**src/rtl/sw_debounce_24.sv**
```systemverilog
// Switch input conditioner: two-flop synchroniser, prescaled sampling and a
// whole-vector debouncer that emits a one-cycle change event with a change mask.
module sw_debounce_24 #(
  parameter int WIDTH        = 24,
  parameter int TICK_DIV     = 100000,
  parameter int STABLE_TICKS = 10
) (
  input  logic             clk,
  input  logic             rst_n,
  input  logic [WIDTH-1:0] sw_raw,
  output logic [WIDTH-1:0] sw_stable,
  output logic             sw_changed,
  output logic [WIDTH-1:0] change_mask,
  output logic             sample_tick
);

  localparam int PW = (TICK_DIV > 1) ? $clog2(TICK_DIV) : 1;
  localparam int CW = $clog2(STABLE_TICKS + 1);

  logic [WIDTH-1:0] s1_q, s2_q;
  logic [PW-1:0]    pre_q, pre_d;
  logic             tick_q;
  logic             pre_wrap;
  logic [WIDTH-1:0] cand_q, cand_d;
  logic [CW-1:0]    cnt_q, cnt_d;
  logic [WIDTH-1:0] stable_q, stable_d;
  logic [WIDTH-1:0] mask_q, mask_d;
  logic             chg_q, commit;

  assign pre_wrap = (pre_q == PW'(TICK_DIV - 1));
  assign pre_d    = pre_wrap ? '0 : pre_q + 1'b1;

  // Debounce decision is only taken on the registered tick, one cycle after the wrap.
  always_comb begin
    cand_d   = cand_q;
    cnt_d    = cnt_q;
    stable_d = stable_q;
    mask_d   = mask_q;
    commit   = 1'b0;
    if (tick_q) begin
      if (s2_q != cand_q) begin
        cand_d = s2_q;
        cnt_d  = '0;
      end else if (cand_q == stable_q) begin
        cnt_d = '0;
      end else if (cnt_q == CW'(STABLE_TICKS - 1)) begin
        commit   = 1'b1;
        stable_d = cand_q;
        mask_d   = stable_q ^ cand_q;
        cnt_d    = '0;
      end else begin
        cnt_d = cnt_q + 1'b1;
      end
    end
  end

  always_ff @(posedge clk or negedge rst_n) begin
    if (!rst_n) begin
      s1_q     <= '0;
      s2_q     <= '0;
      pre_q    <= '0;
      tick_q   <= 1'b0;
      cand_q   <= '0;
      cnt_q    <= '0;
      stable_q <= '0;
      mask_q   <= '0;
      chg_q    <= 1'b0;
    end else begin
      s1_q     <= sw_raw;
      s2_q     <= s1_q;
      pre_q    <= pre_d;
      tick_q   <= pre_wrap;
      cand_q   <= cand_d;
      cnt_q    <= cnt_d;
      stable_q <= stable_d;
      mask_q   <= mask_d;
      chg_q    <= commit;
    end
  end

  assign sw_stable   = stable_q;
  assign sw_changed  = chg_q;
  assign change_mask = mask_q;
  assign sample_tick = tick_q;

endmodule
```
**config.mk**
```make
export PLATFORM = sky130hd
export DESIGN_NAME = sw_debounce_24
export DESIGN_NICKNAME = d
export VERILOG_FILES = /design/src/rtl/sw_debounce_24.sv
export SDC_FILE = /design/constraint.sdc
export NUM_CORES = 1
export LEC_CHECK = 0
export CORE_MARGIN = 2
export CORE_UTILIZATION = 49
export CTS_CLUSTER_DIAMETER = 80
export DETAILED_ROUTE_END_ITERATION = 6
export PLACE_DENSITY = 0.79
export SETUP_SLACK_MARGIN = 0.4
export SLEW_MARGIN = 10
export SYNTH_ARGS = -nofsm -noshare
export SYNTH_HDL_FRONTEND = slang
export SYNTH_SLANG_ARGS = --single-unit
```
**constraint.sdc**
```tcl
create_clock -name clk -period 2.3 [get_ports clk]
set_input_delay 0.46 -clock clk [delete_from_list [all_inputs] [get_ports clk]]
set_output_delay 0.46 -clock clk [all_outputs]
set_load 0.01 [all_outputs]
```
Yosys cells after proc, flatten, opt, wreduce, memory -nomap -nowiden
Cells that the tools add are included.
{"block": "word_totals", "register_bits": 143, "inputBits": 26, "output_inout_bits": 50, "elab_cells": 28}
{"block": "classes", "addsub": 2, "n_eq_ne": 4, "n_mux": 8, "n_bitwise": 3, "n_reduce_logical": 2}
{"cell": "24-bit == test", "count": 1}
{"cell": "24-bit inequality test", "count": 1}
{"cell": "24-bit XOR", "count": 1}
{"cell": "17-bit by 1-bit adder with 17-bit output (second input constant)", "count": 1}
{"cell": "17-bit == test (second input constant)", "count": 1}
{"cell": "17-bit 2-to-1 mux", "count": 1}
{"cell": "4-bit 2-to-1 mux", "count": 3}
{"cell": "4-bit by 1-bit adder with 4-bit output (second input constant)", "count": 1}
{"cell": "4-bit == test (second input constant)", "count": 1}
{"cell": "1-bit 2-to-1 mux", "count": 4}
{"cell": "4-bit AND reduction", "count": 1}
{"cell": "1-bit inverter", "count": 2}
{"cell": "2-bit AND reduction", "count": 1}

Logic depth before layout (Yosys ltp)
{"block": "logic_depth", "word_depth": 5, "ltp_mapped": 9, "depth_no_buf": 7}

Worst setup path after synthesis
Ideal clock, no wire load.
{"block": "synth_path", "path_kind": "reg-to-reg", "start": "register cand_q[22]", "end": "register mask_q[19], in the netlist change_mask[19]", "setup_ns": 0.125, "t_arrival_ns": 1.983, "required_ns": 2.175, "slack_ns": 0.192, "stages_incl_launch_ff": 9, "path_buffers": 2, "period_less_slack_ns": 2.108, "cell_sequence": "dfrtp_1 xor2_1 nor4_1 nand4_1 a211oi_2 and3_1 buf_6 buf_8 mux2_2"}
{"block": "synth_via", "elab_chain_cells": 3, "elab_cells_between_ends": 5, "cone_classes": "2 x eq/ne; 2 x bitwise; 1 x reduce/logical"}
{"element": "start, declared", "line": "24", "rtl": "logic [WIDTH-1:0] cand_q, cand_d;"}
{"element": "start signal, assigned", "line": "73", "rtl": "cand_q <= cand_d;"}
{"element": "24-bit == test or 24-bit inequality test (tied branches)", "line": "44, 41"}
{"element": "1-bit inverter (no line)"}
{"element": "4-bit AND reduction (no line) (*)"}
{"element": "end signal, assigned", "line": "76", "rtl": "mask_q <= mask_d;"}
{"element": "end, declared", "line": "27", "rtl": "logic [WIDTH-1:0] mask_q, mask_d;"}
Every way passes the cells marked *; elsewhere a longest branch is shown, timed or not.
A chain may end at the register's enable or synchronous reset.

Worst setup path in the final report
{"block": "layout_path", "start": "register cand_q[2]", "end": "register stable_q[2], in the netlist sw_stable[2]"}
{"block": "layout_via", "elab_chain_cells": 3, "elab_cells_between_ends": 5, "cone_classes": "2 x eq/ne; 2 x bitwise; 1 x reduce/logical"}
{"element": "24-bit == test or 24-bit inequality test (tied branches)", "line": "44, 41"}
{"element": "1-bit inverter (no line)"}
{"element": "4-bit AND reduction (no line)"}
{"element": "end signal, assigned", "line": "75", "rtl": "stable_q <= stable_d;"}
{"element": "end, declared", "line": "26", "rtl": "logic [WIDTH-1:0] stable_q, stable_d;"}
Several ways; a longest one is shown, not always the timed one.

==> out/summary.txt <==
Status -> finished with violations
Failing checks -> negative setup slack
Vias in the first global route -> 3604
First-pass GRT wire length -> 17700 um
RSZ-0062 raised after global routing -> yes
Die footprint -> 12300 sq um
Pwr Density -> 720 nW/um^2
Final hold violations -> 0
Synth top area share -> 0.640
ANT nets after route -> 0
Mapped Nets -> 423
Die Y -> 111 um
Req. time, crit path -> 2.60 ns
Area of the multi-input gates -> 1910 sq um
Cells after Synth -> 394
Num CTS Buffers -> 17
Number of distinct library cells after synthesis -> 27
Area Overhead vs Synth -> 32.9%
GR Overflow Total -> 0
Row count -> 38
Via/cell ratio -> 5.12
FF+latch area -> 3580 sq um
DP Worst Slack -> -0.0838 ns
Hold_ws -> 0.00570 ns
Critical path class -> flip-flop to flip-flop
Insertion delay of the later-clocked pin in the worst-skew pair -> 0.42 ns
Hold Path Class -> input port to asynchronous set/reset pin
Final WL -> 11300 um
Tcrit/Tclk final -> 1.03
Leakage Power -> 3.39 nW
EDFF count, synth -> 0
Worst Setup Slack, final -> -0.0796 ns
Setup crit start kind -> flip-flop
Tot Pwr -> 5.34 mW
Slowest CP cell -> dfrtp_2
CTS tree -> built
CTS Sinks -> 143
Critical path, cell by cell -> xor2_1 > nor4_2 > buf_4 > nand4_1 > a211oi_2 > and3_4 > clkbuf_16 > mux2_2
DR iter-0 viols -> 185
Total of max-cap violations -> 0
CTS Hold Bufs -> 0
I/O pin cnt -> 76
Worst-Margin Slew -> 0.557 ns
DP HPWL -> 7280 um
Diodes inserted -> 0
Detailed Routing Iterations Pass 1 -> 4
Asr flop ratio synth -> 1.00
Clock root buffer -> clkbuf_16
# setup viols final -> 55
Max-slew violations -> 0
Buf/Inv on CP -> 2
Post-Syn Area -> 5590 sq um
Largest net degree at the start of global routing -> 60
Max Fclk -> 0.420 GHz
Vias -> 3403
FILL cells -> 765
Crit end category -> flip-flop
Htree depth -> 4
Drt drc -> 0
Syn Area/Cell -> 14.2 sq um
Initial Util -> 0.509
Primary FF master, synth -> dfrtp_1
Cell family with most CP delay -> simple AND/OR/NAND/NOR gates
Dpl cell area -> 6620 sq um
Layout cells sized above 1 -> 0.251
Clock transition at path regs -> 0.06 ns
IO Port Bufs -> 75
Cell count after placement -> 622
Rel. slew slack -> 0.629
Worst vdd ir -> 0.674 mV
Synth area leaders -> dfrtp_1 (64%), mux2_2 (8.5%), xor2_1 (5.3%), xnor2_1 (4.1%), mux2i_1 (3.9%)
Syn. warnings -> 0
Post-route cell area -> 7430 sq um
Synthesis-stage register bit count -> 143
Yosys top cell by area -> dfrtp_1
Buffers from clock root to sink, at most -> 2
Core footprint -> 11000 sq um
WL per Instance -> 17.0 um
CP peak stage delay -> 0.44 ns
Total Nets Final -> 541
Finished Layout Cells -> 665
Sequential fraction of the synthesis area -> 0.640
All-layer global routing usage -> 0.184
Skew final -> 0.0111 ns
Arrival @ worst endpoint -> 2.68 ns
Antenna violations before repair -> 0
Worst-path fanout max -> 8
Die width -> 111 um
Util after Layout -> 0.676
Min cycle time layout -> 2.38 ns
GPL Wtd Cong -> 0.788
Setup TNS Final -> -2.37 ns
worst reg2reg max path: cells and delay by family, from the launching register on:
family | cells | cell delay, ns
and+or+nand+nor | 3 | 0.72
DFF | 1 | 0.44
buffers and inverters | 2 | 0.35
muxes | 1 | 0.34
AOI/OAI and AO/OA | 1 | 0.22
xor gates and xnor gates | 1 | 0.19
cell usage after synthesis, drive strengths merged, types with 2 or more instances:
cell type / instances
dfrtp: 143
mux2: 50
xor2: 34
inv: 27
xnor2: 26
mux2i: 22
nand2: 15
nand3: 11
nor2: 10
nor4: 9
buf: 8
nand4: 8
o21ai: 8
and3: 5
nor3: 5
o31ai: 4
ha: 3
nor2b: 2
registers in the layout, indices dropped and copies added (netlist names):
signal,cells
cand_q,24
change_mask,24
s1_q,24
s2_q,24
sw_stable,24
pre_q,17
cnt_q,4
sample_tick,1
sw_changed,1
power breakdown:
part / leakage [nW] / internal, mW / switching, mW
sequential: 1.87 / 2.56 / 0.0231
clock: 0.279 / 1.58 / 1.06
combinational: 1.24 / 0.0557 / 0.0686
total: 3.39 / 4.19 / 1.15
repair_timing:
| item | in CTS | in global routing |
|---|---|---|
| pin swaps | 1 | 1 |
| hold endpoints to repair | 0 | 0 |
| setup endpoints to repair | 75 | 79 |
| setup buffers | 4 | 5 |
| gates resized for setup | 13 | 12 |
| gates cloned | 0 | 2 |
kinds of logic (layout without fill, tap and decap cells):
group           Yosys count  count (layout)  share of synthesized area
mux                      72              72                      0.146
flops                   143             143                      0.640
simple gates             67              67                     0.0611
fa+ha+maj                 3               3                    0.00672
compound gates           14              14                     0.0163
buf+inv                  35             166                     0.0358
xor+xnor                 60              60                     0.0940
worst paths after layout:
kind | from | endpoint | slack [ns] | cells past startpoint
setup / recovery | cand_q[2] | sw_stable[2] | -0.08 | 8
hold / removal | rst_n | sw_stable[12] | 0.006 | 1
setup reg to reg | cand_q[2] | sw_stable[2] | -0.08 | 8
hold reg to reg | s1_q[7] | s2_q[7] | 0.34 | 0
max in group asynchronous | rst_n | cand_q[5] | 1.64 | 2
min in group clk | s1_q[7] | s2_q[7] | 0.34 | 0
final cells by class:
cell class / instances / area share
Clock buffer: 20 / 0.0628
Clock inverter: 12 / 0.0145
Inverter: 27 / 0.0136
Multi-Input combinational cell: 216 / 0.257
Sequential cell: 143 / 0.482
Tap cell: 140 / 0.0236
Timing Repair Buffer: 107 / 0.147
metal layers:
| metal | up-vias | GRT usage | part of all wire | routed length [um] |
|---|---|---|---|---|
| met5 | - | 0 | 0 | 0 |
| met4 | 0 | 0.0525 | 0.0092 | 104 |
| met3 | 15 | 0.0585 | 0.040 | 457 |
| met2 | 77 | 0.304 | 0.51 | 5780 |
| met1 | 1739 | 0.235 | 0.44 | 4970 |
| li1 | 1572 | - | - | - |
layout by cell type (no fill, tap or decap), drive strengths merged, types with 2 or more instances in the layout:
cell / netlist / final
xnor2: 26 / 26
nor2: 10 / 10
nand4: 8 / 8
buf: 8 / 31
and3: 5 / 5
o21ai: 8 / 8
o31ai: 4 / 4
nand3: 11 / 11
mux2i: 22 / 22
clkinvlp: 0 / 3
nor4: 9 / 9
ha: 3 / 3
clkinv: 0 / 5
dfrtp: 143 / 143
mux2: 50 / 50
nor2b: 2 / 2
xor2: 34 / 34
clkdlybuf4s50: 0 / 73
nor3: 5 / 5
clkbuf: 0 / 22
inv: 27 / 30
nand2: 15 / 15
No activity file was read; power rests on OpenSTA's default activity.
